### src/rtl/tissue_ctrl.sv
// tissue_ctrl: sequences clear, serial per-cell config load and stepping of the CA tissue.
// Optional feature: define TISSUE_CTRL_PAUSE_EN to let `pause` freeze stepping.
module tissue_ctrl #(
    parameter int unsigned NUM_CELLS      = 270,
    parameter int unsigned RANDOMIZED_LEN = 2,
    parameter int unsigned NUM_STATUS     = 8,
    parameter int unsigned STEP_W         = 32
) (
    input  logic                              clk,
    input  logic                              rst,
    input  logic                              start,
    input  logic [STEP_W-1:0]                 steps,
    input  logic [2**(NUM_STATUS+1)-1:0]      cfg_table,
    input  logic                              cfg_valid,
    output logic                              cfg_ready,
    input  logic                              cfg_status,
    input  logic [RANDOMIZED_LEN*8-1:0]       cfg_chance,
    input  logic [RANDOMIZED_LEN*8-1:0]       cfg_seed,
    input  logic                              pause,
    input  logic                              abort,
    output logic                              tis_rst,
    output logic                              tis_init,
    output logic                              tis_status,
    output logic [RANDOMIZED_LEN*8-1:0]       tis_chance,
    output logic [RANDOMIZED_LEN*8-1:0]       tis_seed,
    output logic [2**(NUM_STATUS+1)-1:0]      tis_table,
    output logic                              tis_run,
    output logic [STEP_W-1:0]                 step_cnt,
    output logic                              busy,
    output logic                              done
);

    localparam int unsigned TW = 2**(NUM_STATUS+1);
    localparam int unsigned CW = $clog2(NUM_CELLS + 1);
    localparam logic [CW-1:0] LAST_CELL = CW'(NUM_CELLS - 1);

    typedef enum logic [2:0] {IDLE, CLEAR, LOAD, RUN, DONE} state_t;

    state_t            state_q, state_d;
    logic [STEP_W-1:0] steps_q, steps_d;
    logic [TW-1:0]     table_q, table_d;
    logic [STEP_W-1:0] step_cnt_q, step_cnt_d;
    logic [CW-1:0]     load_cnt_q, load_cnt_d;
    logic              run_gate;
    logic              accept_start;

`ifdef TISSUE_CTRL_PAUSE_EN
    assign run_gate = !pause;
`else
    logic unused_pause;
    assign unused_pause = pause;
    assign run_gate     = 1'b1;
`endif

    always_ff @(posedge clk) begin
        if (!rst) begin
            state_q    <= IDLE;
            steps_q    <= '0;
            table_q    <= '0;
            step_cnt_q <= '0;
            load_cnt_q <= '0;
        end else begin
            state_q    <= state_d;
            steps_q    <= steps_d;
            table_q    <= table_d;
            step_cnt_q <= step_cnt_d;
            load_cnt_q <= load_cnt_d;
        end
    end

    always_comb begin
        state_d      = state_q;
        steps_d      = steps_q;
        table_d      = table_q;
        step_cnt_d   = step_cnt_q;
        load_cnt_d   = load_cnt_q;
        accept_start = start && (state_q == IDLE || state_q == DONE);

        // abort suppresses the handshake and the step strobe in its own cycle
        cfg_ready = (state_q == LOAD) && !abort;
        tis_init  = cfg_ready && cfg_valid;
        tis_run   = (state_q == RUN) && !abort && run_gate;
        tis_rst   = !rst || (state_q == CLEAR);
        busy      = (state_q == CLEAR) || (state_q == LOAD) || (state_q == RUN);
        done      = (state_q == DONE);

        if (abort) begin
            state_d = IDLE;
        end else if (accept_start) begin
            state_d    = CLEAR;
            steps_d    = steps;
            table_d    = cfg_table;
            step_cnt_d = '0;
            load_cnt_d = '0;
        end else begin
            unique case (state_q)
                CLEAR: state_d = LOAD;
                LOAD: begin
                    if (tis_init) begin
                        load_cnt_d = load_cnt_q + CW'(1);
                        if (load_cnt_q == LAST_CELL)
                            state_d = (steps_q != '0) ? RUN : DONE;
                    end
                end
                RUN: begin
                    if (step_cnt_q == steps_q) begin
                        state_d = DONE;
                    end else if (tis_run) begin
                        step_cnt_d = step_cnt_q + STEP_W'(1);
                        if (step_cnt_q + STEP_W'(1) == steps_q)
                            state_d = DONE;
                    end
                end
                default: ;
            endcase
        end
    end

    assign tis_status = cfg_status;
    assign tis_chance = cfg_chance;
    assign tis_seed   = cfg_seed;
    assign tis_table  = table_q;
    assign step_cnt   = step_cnt_q;

endmodule

### config.mk
export PLATFORM = sky130hd
export DESIGN_NAME = tissue_ctrl
export DESIGN_NICKNAME = d
export VERILOG_FILES = /design/src/rtl/tissue_ctrl.sv
export SDC_FILE = /design/constraint.sdc
export NUM_CORES = 1
export LEC_CHECK = 0
export ABC_CLOCK_PERIOD_IN_PS = 6930
export BUFFER_PORTS_ARGS = -buffer_cell sky130_fd_sc_hd__buf_2
export CORE_AREA = 2 2 459 461
export DETAILED_ROUTE_END_ITERATION = 6
export DIE_AREA = 0 0 461 463
export SLEW_MARGIN = 20
export SYNTH_ARGS = -nofsm -noshare
export SYNTH_HDL_FRONTEND = slang
export SYNTH_SLANG_ARGS = --single-unit
### constraint.sdc
create_clock -name clk -period 6.93 [get_ports clk]
set_input_delay 0.3465 -clock clk [delete_from_list [all_inputs] [get_ports clk]]
set_output_delay 0.3465 -clock clk [all_outputs]
set_load 0.02 [all_outputs]
# ---- After elaboration in Yosys (flattened, before gate mapping)
# Index checks and enable logic that the tools add are counted.
# Widths: inputs -> output; s select.
dict set report classes {
  magnitude_cmp 0
  mux 15
  addsub 2
  shifts 0
  bitwise_logic 2
  reduce_logical 25
  mul 0
  eq_ne 16
  n_div 0
}
# operator n
set op_table {}
lappend op_table {{$mux 32} 4}
lappend op_table {{$eq 32x32->1} 2}
lappend op_table {{$add 32x1->32 const B} 1}
lappend op_table {{$reduce_bool 32->1} 1}
lappend op_table {{$mux 9} 3}
lappend op_table {{$mux 3} 6}
lappend op_table {{$reduce_and 5->1} 2}
lappend op_table {{$add 9x1->9 const B} 1}
lappend op_table {{$eq 9x9->1 const B} 1}
lappend op_table {{$pmux 3 s3} 1}
lappend op_table {{$reduce_bool 2->1} 4}
lappend op_table {{$eq 3x2->1 const B} 2}
lappend op_table {{$ne 3x2->1 const B} 2}
lappend op_table {{$logic_and 1x1->1} 4}
lappend op_table {{$logic_or 1x1->1} 4}
lappend op_table {{$ne 2x2->1 const B} 2}
lappend op_table {{$ne 4x2->1 const B} 1}
lappend op_table {{$ne 4x3->1 const B} 1}
lappend op_table {{$reduce_and 4->1} 1}
lappend op_table {{$reduce_bool 4->1} 1}
lappend op_table {{$eq 3x1->1 const B} 1}
lappend op_table {{$eq 3x3->1 const B} 1}
lappend op_table {{$logic_not 3->1} 1}
lappend op_table {{$ne 3x1->1 const B} 1}
lappend op_table {{10 further kinds} 12}
dict set report totals {
  elab_cells 66
  reg_bits 588
  ram_bits 0
  romBits 0
  out_inout_bits 583
  latchBits 0
  mem_count 0
}

# ---- Longest topological paths before layout
# Gate-level depths: netlist (run 1).
dict set report logic_depth {
  depth_word 7
  depth_mapped 11
  mapped_depth_nobuf 9
}

# ---- Worst setup path before layout (run 1)
# OpenSTA, ideal clock, no wires.
dict set report synth_timing {
  path_type {flip-flop to flip-flop}
  start {register step_cnt_q[0] (netlist: step_cnt[0])}
  end {register state_q[2]}
  setup_slack_ns 3.933
  path_stages_with_launch 10
  required_time_ns 6.851
  n_path_buf 0
  synth_period_minus_slack_ns 2.997
  arrival_ns 2.919
  path_cell_list {dfxtp_1 -> ha_1 -> nand3_1 -> or4_1 -> nor3_1 -> xor2_1 -> or4_1 -> nor4_1 -> nand4_1 -> o211ai_1}
}
dict set report synth_between {
  elab_chain_len 4
  word_cells_on_any_way 8
}
# item line_no
set synth_lines {}
lappend synth_lines {{from (decl)} 42} ;# logic [STEP_W-1:0] step_cnt_q, step_cnt_d;
lappend synth_lines {{from (signal assigned)} 66} ;# step_cnt_q <= step_cnt_d;
lappend synth_lines {{$add 32x1->32} 110} ;# if (step_cnt_q + STEP_W'(1) == steps_q)
lappend synth_lines {{$eq 32x32->1} 110}
lappend synth_lines {{$ne 3x1->1 (no line)} n/a}
lappend synth_lines {{$reduce_and 5->1 (no line)} n/a}
lappend synth_lines {{to (signal assigned)} 63} ;# state_q <= state_d;
lappend synth_lines {{to (decl)} 39} ;# state_t state_q, state_d;
# Parallel ways exist; a longest one is shown, timed or not.
# A chain may end at the register's enable or synchronous reset.

# ---- Worst setup path after layout (run 1)
dict set report layout_timing {
  start {register step_cnt_q[1] (netlist: step_cnt[1])}
  end {register state_q[2]}
}
# The elaborated chain is that of the path after synthesis.

==> metrics.yaml, run 1 <==
cts:
  post_cts_resized: 0
  insertion_delay_ns: 0.70
  numClockSinks: 588
  cts_buffer_depth: 3
  root_buffer: "clkbuf_16"
  cts_setup_buffers: 0
  clk_pin_slew_ns: 0.06
  cts_buffers: 79
  ctsHtreeMaxLevel: 3
  cts_tree: "built"
global_route:
  grt_start_max_net_pins: 184
  gr-total-overflow: 0
  grt_pass1_wl_um: 246000
  grt_use_total: 0.172
  grt_pass1_vias: 27000
  antenna_found_initial: 91
synthesis:
  syn_nets: 3482
  synth_area_um2: 23700
  ys_seq_area_frac: 0.496
  synth_mux_area_frac: 0.00132
  synthXorXnorAreaFrac: 0.0196
  synth_top_family_by_area: "simple AND/OR/NAND/NOR gates"
  synth_simple_gate_area_frac: 0.230
  synth-adder-area-share: 0.00158
  synth_seq_cells: 588
  synth_cells: 2896
  syn_avg_cell_area_um2: 8.19
  synth_warnings: 0
  synth_edf_count: 0
  synth_async_sr_flop_share: 0
  netlist-cell-type-count: 67
  yosys_most_used_dff: "dfxtp_1"
  synth_compound_area_frac: 0.204
timing:
  max_slew_margin: 0.369
  finalSetupViolations: 0
  hold_viol: 0
  slew_violations: 0
  period_share: 0.568
  max_freq_ghz: 0.254
  rsz0062_at_grt: "false"
  period_needed_ns: 3.93
  fin_tns_setup_ns: 0
  tightest_slew_ns: 0.946
  finalClockSkew_ns: 0.0245
cells_and_area:
  drive_gt1_frac: 0.287
  final_cells: 7258
  nets: 4939
  final_core_util: 0.190
  fillers: 23500
  syn2layout_area_growth_pct: 67.2
  finalInstanceArea_um2: 39700
floorplan:
  die_h_um: 463
  core_area_um2: 209000
  initial_core_util: 0.114
  rows: 168
  num_io_pins: 1166
  die_x_um: 461
  die_area_um2: 213000
route:
  antenna_left: 0
  vias: 26800
  finalWirelength_um: 190000
  via_per_inst: 3.69
  drc_errors: 0
  dr.pass1.iters: 5
  drt_iter0_markers: 1355
  wire_per_inst_um: 26.2
power_and_ir_drop:
  p_per_area_nw_per_um2: 237
  worst_ir_drop_vdd_mv: 0.186
  power.total_mw: 9.40
  p_leak_nw: 16.5
placement:
  dpl-instance-area_um2: 31900
  dp.final_hpwl_um: 159000
  dp.cells: 6580
  gp_congestion: 0.890
  port_buffers: 1098
worst_setup_path:
  worstPathRequired_ns: 7.55
  critPathLaunchType: "flop"
  cp-end-kind: "flop"
  crit_fanout: 8
  critPathKind: "reg2reg"
  cp.arrival_ns: 4.55
job:
  maxCapViolCount: 0
worst_hold_path:
  hp-class: "in2reg"
run_status:
  run_status: "complete, no violations"
## registers in the layout (all words and copies together), names as in the netlist
register,flops
load_cnt_q,9
state_q,3
step_cnt,32
steps_q,32
tis_table,512
## cell families (layout without fill, tap and decap cells)
logic type      count (synthesis)  after routing
other cells                     0             39
buf+inv                       252           1770
fa+ha+maj                       3              3
mux                             3              3
xor+xnor                       53             53
flops                         588            588
compound gates                660            660
simple gates                 1337           1337
## layer usage
| metal | up-vias | routed length [µm] | global-route usage |
|---|---|---|---|
| met3 | 382 | 25400 | 0.102 |
| met1 | 12700 | 65700 | 0.169 |
| li1 | 12400 | - | - |
| met5 | - | 67 | 0 |
| met2 | 1253 | 87800 | 0.283 |
| met4 | 10 | 11300 | 0.0907 |
## final cells by class
type                    instances  area (µm²)  area share
repair buffers               1622       10800       0.272
clock buffers                 113        2280      0.0574
well taps                    2805        3510      0.0885
multi-input cells            2056       10800       0.273
flip-flops and latches        588       11800       0.297
inverters                       6        22.5    0.000568
diodes                         39        97.6     0.00246
clock inverters                29         365     0.00921
## cell usage in the layout, fill, tap and decap left out, types with 5 or more instances in the layout
master / instances
clkinv_2: 10
clkbuf_1: 18
dlygate4sd3_1: 497
nor2_1: 53
buf_12: 6
dfxtp_1: 588
a21boi_1: 15
o31ai_1: 5
buf_2: 1097
nand2_1: 1133
o21ai_1: 13
nand3_1: 16
diode_2: 39
nor3_1: 11
bufinv_16: 5
inv_1: 5
clkbuf_16: 80
xnor2_1: 23
clkbuf_8: 15
nor2b_1: 10
and2_1: 12
or3_1: 17
a21oi_1: 25
xor2_1: 30
a21boi_0: 546
or4_1: 13
o21ai_0: 31
buf_4: 20
nor4_1: 22
nand4_1: 20
## synthesized netlist by cell type, drive strengths merged (2+ instances only)
library cell,count,area [µm²]
nor4,22,138
o2bb2ai,2,17.5
a21boi,561,4210
a31oi,4,25.0
clkbuf,192,722
nor3,12,65.1
and4,2,17.5
nor2b,10,62.6
ha,3,37.5
a21oi,25,125
o21ai,44,220
and2,13,82.6
buf,54,383
nand2,1133,4250
o21a,2,15.0
o211ai,2,15.0
or3,18,118
mux2i,2,20.0
inv,6,22.5
nor2,54,203
xor2,30,263
and3,4,25.0
o31ai,6,50.1
xnor2,23,201
nand3b,2,15.0
nand4b,4,35.0
dfxtp,588,11800
nand4,22,159
nand3,18,95.1
nand2b,3,18.8
or4,14,109
## power breakdown
| group | internal [mW] | total, mW | switching [mW] |
|---|---|---|---|
| combinational | 0.556 | 1.48 | 0.929 |
| clock | 2.49 | 4.29 | 1.80 |
| sequential | 3.53 | 3.62 | 0.0893 |
| total | 6.58 | 9.40 | 2.82 |
## metrics by stage
step                setup slack [ns]  hold WS (ns)
floorplan                       3.93         0.458
global placement                3.15         0.451
detailed placement              3.08         0.456
CTS                             3.07      0.000679
global route                    2.79       0.00665
finish                          3.00        0.0291
## final timing paths
check                  from              to  slack, ns  cells after the start
max             step_cnt[1]      state_q[2]       3.00                      9
max reg2reg     step_cnt[1]      state_q[2]       3.00                      9
min           cfg_table[44]   tis_table[44]       0.03                      3
min reg2reg  tis_table[489]  tis_table[489]       0.46                      2
## worst max-delay path, cell delays in order (launching register included)
cell,delay [ns]
dfxtp_1,0.50
ha_1,0.36
nand3_1,0.36
or4_1,0.69
nor3_1,0.66
xor2_1,0.19
or4_1,0.58
nor4_1,0.23
nand4_1,0.17
o211ai_1,0.12
## timing repair
| action | CTS | global route |
|---|---|---|
| hold buffers | 497 | 0 |
| endpoints found under the hold margin | 497 | 0 |
| setup endpoints to repair | 0 | 0 |
No activity file was read; power rests on OpenSTA's default activity.
==> run 2: changes to the inputs <==
--- a/config.mk
+++ b/config.mk
@@ -5,11 +5,11 @@
 export SDC_FILE = /design/constraint.sdc
 export NUM_CORES = 1
 export LEC_CHECK = 0
-export ABC_CLOCK_PERIOD_IN_PS = 6930
+export ABC_CLOCK_PERIOD_IN_PS = 3800
 export BUFFER_PORTS_ARGS = -buffer_cell sky130_fd_sc_hd__buf_2
-export CORE_AREA = 2 2 459 461
+export CORE_AREA = 2 2 452 454
 export DETAILED_ROUTE_END_ITERATION = 6
-export DIE_AREA = 0 0 461 463
+export DIE_AREA = 0 0 454 456
 export SLEW_MARGIN = 20
 export SYNTH_ARGS = -nofsm -noshare
 export SYNTH_HDL_FRONTEND = slang
==> constraint.sdc (replaced) <==
create_clock -name clk -period 3.8 [get_ports clk]
set_input_delay 0.19 -clock clk [delete_from_list [all_inputs] [get_ports clk]]
set_output_delay 0.19 -clock clk [all_outputs]
set_load 0.02 [all_outputs]
==> run 2 against run 1 <==
  * Global-route usage increased by 1.1 points
  * Total power increased by 92%
  * Count of clock-buffer cells in the layout decreased by 2
  * Setup slack got worse by 2.4 ns
  * Clock skew is 0.035 ns higher
  * Utilization up 1.3 points
  * Final cell count down 0.45%
  * Die area down 3.0%
  * Sequential share of layout area is 0.91 points lower
  * Hold slack better by 0.037 ns
  * Critical path depth rose by 1
  * Clock power rose by 100%
==> metrics.yaml, run 2 (synthesis gave the netlist of run 1 again) <==
run_status:
  run_status: "complete, no violations"
global_route:
  grt_use_total: 0.184  # +0.0115
  grt_start_max_net_pins: 155  # -16%
  grt_pass1_vias: 27300  # +1.2%
  grt_pass1_wl_um: 254000  # +3.2%
  antenna_found_initial: 41  # -55%
  gr-total-overflow: 0  # unchanged
cells_and_area:
  final_cell_mix: "nand2_1 (1133), buf_2 (1097), dlygate4sd3_1 (591)"
  drive_gt1_frac: 0.287  # +0.000606
  largest_reg_flops: 512  # unchanged
  layout_commonest_cell: "nand2_1"
  syn2layout_area_growth_pct: 72.5
  nets: 5056  # +2.4%
worst_setup_path:
  crit_start: "step_cnt[0]"
  worstPathRequired_ns: 4.40  # -3.15 ns
  r2r-end: "state_q[1]"
  critPathKind: "reg2reg"
  crit_fanout: 8  # unchanged
  ff2ff_path_depth: 10  # +1
  r2r_slack_ns: 0.56  # -2.43 ns
  cp-end-kind: "flop"
  critPathLaunchType: "flop"
  cp.arrival_ns: 3.84  # -0.71 ns
  reg2reg_from: "step_cnt[0]"
route:
  wire_per_inst_um: 27.2  # +3.9%
  antenna_left: 0  # unchanged
  vias: 27300  # +1.7%
  dr.pass1.iters: 5  # unchanged
  drc_errors: 0  # unchanged
  finalWirelength_um: 197000  # +3.4%
  top_layer: "met5"
  drt_iter0_markers: 1946  # +44%
  wl_met3_um: 21700  # -14%
  wl_met1_um: 68900  # +4.9%
  dr_wl_met2_um: 100000  # +14%
  via_per_inst: 3.77  # +2.2%
timing:
  finalClockSkew_ns: 0.0598  # +0.0353 ns
  slew_violations: 0  # unchanged
  max_slew_margin: 0.376  # +0.00658
  period_share: 0.852  # +0.284
  period_needed_ns: 3.24  # -0.696 ns
  tightest_slew_ns: 0.936  # -0.00987 ns
  hold_viol: 0  # unchanged
  max_freq_ghz: 0.309  # +22%
  rsz0062_at_grt: "false"
  fin_tns_setup_ns: 0  # unchanged
  finalSetupViolations: 0  # unchanged
cts:
  post_cts_resized: 0  # unchanged
  cts_tree: "built"
  clk_pin_slew_ns: 0.07  # about the same
  root_buffer: "clkbuf_16"
  cts_buffers: 83  # +5.1%
  ctsHtreeMaxLevel: 3  # unchanged
  numClockSinks: 588  # unchanged
  cts_buffer_depth: 3  # unchanged
  insertion_delay_ns: 0.72  # +0.02 ns
worst_hold_path:
  hp-class: "in2reg"
  hold_depth: 3  # unchanged
  worstHoldEndpoint: "tis_table[379]"
  min_from: "cfg_table[379]"
power_and_ir_drop:
  p_per_area_nw_per_um2: 442  # +86%
  power.total_mw: 18.1  # +92%
  p_leak_nw: 17.3  # +4.8%
  worst_ir_drop_vdd_mv: 0.343  # +84%
floorplan:
  core_area_um2: 202000  # -3.3%
  die_h_um: 456  # -1.5%
  rows: 165  # -1.8%
  die_x_um: 454  # -1.5%
  num_io_pins: 1166  # unchanged
  initial_core_util: 0.118  # +0.00385
  die_area_um2: 207000  # -3.0%
job:
  maxCapViolCount: 0  # unchanged
placement:
  gp_congestion: 1.00  # +13%
  port_buffers: 1098  # unchanged
  dp.final_hpwl_um: 163000  # +3.0%
[run 2: changes by cell type in the layout (fill, tap and decap cells not counted), moves of 2 or more]
cell	previous run	this run
buf_4	20	33
dlygate4sd3_1	497	591
bufinv_16	5	10
buf_12	6	13
clkbuf_16	80	84
diode_2	39	16
clkinv_2	10	17
clkbuf_1	18	9
inv_16	2	4
clkbuf_8	15	18
[run 2: metrics by stage]
stage               area (µm²)  hold slack (ns)  utilization  instances  setup WS, ns
detailed placement       32000            0.380        0.159       6466         0.541
global route             40900           0.0404        0.203       7215         0.243
floorplan                23700            0.335            -       2896         0.803
finish                   40900           0.0665        0.203       7225         0.561
CTS                      40900           0.0460        0.203       7209         0.536
global placement         32000            0.380        0.159       6466         0.559
[run 2: worst max-delay path: stages (launching register included)]
cell and delay, ns:
dfxtp_1 0.50, ha_1 0.36, nand3_1 0.17, buf_4 0.22, nor4_1 0.38, nand3_1 0.26, nor3_2 0.36, o211ai_1 0.15
a211o_1 0.31, o31ai_2 0.30, a21oi_1 0.10
[run 2: area by class of cell]
type	count	area, µm²
diodes	16	40.0
fillers	22500	161000
multi-input cells	2056	10800
flip-flops and latches	588	11800
clock buffers	111	2380
well taps	2672	3340
clock inverters	41	592
repair buffers	1735	11900
inverters	6	22.5
[run 2: worst max-delay path by stage]
stage / endpoint / slack [ns]
after CTS: state_q[2] / 0.54
after global routing: state_q[1] / 0.24
after floorplan: state_q[2] / 0.80
final: state_q[1] / 0.56
after global placement: state_q[1] / 0.56
after detailed placement: state_q[1] / 0.54
[run 2: what timing repair did]
item                       4_1_cts  5_1_grt
hold buffers                   591        0
buffers inserted                 0        0
hold endpoints to repair       564        0
setup endpoints to repair        0        0
[run 2: power breakdown]
group | internal (mW) | total (mW) | leakage (nW) | switching, mW
clock | 5.14 | 8.63 | 1.47 | 3.49
combinational | 1.08 | 2.81 | 11.1 | 1.73
sequential | 6.45 | 6.64 | 4.79 | 0.199
total | 12.7 | 18.1 | 17.3 | 5.42
[run 2: routing by layer]
metal | up-vias | global-route usage
li1 | 12700 | -
met1 | 13200 | 0.190
met2 | 1115 | 0.331
met3 | 264 | 0.0814
met4 | 12 | 0.0538
met5 | - | 0
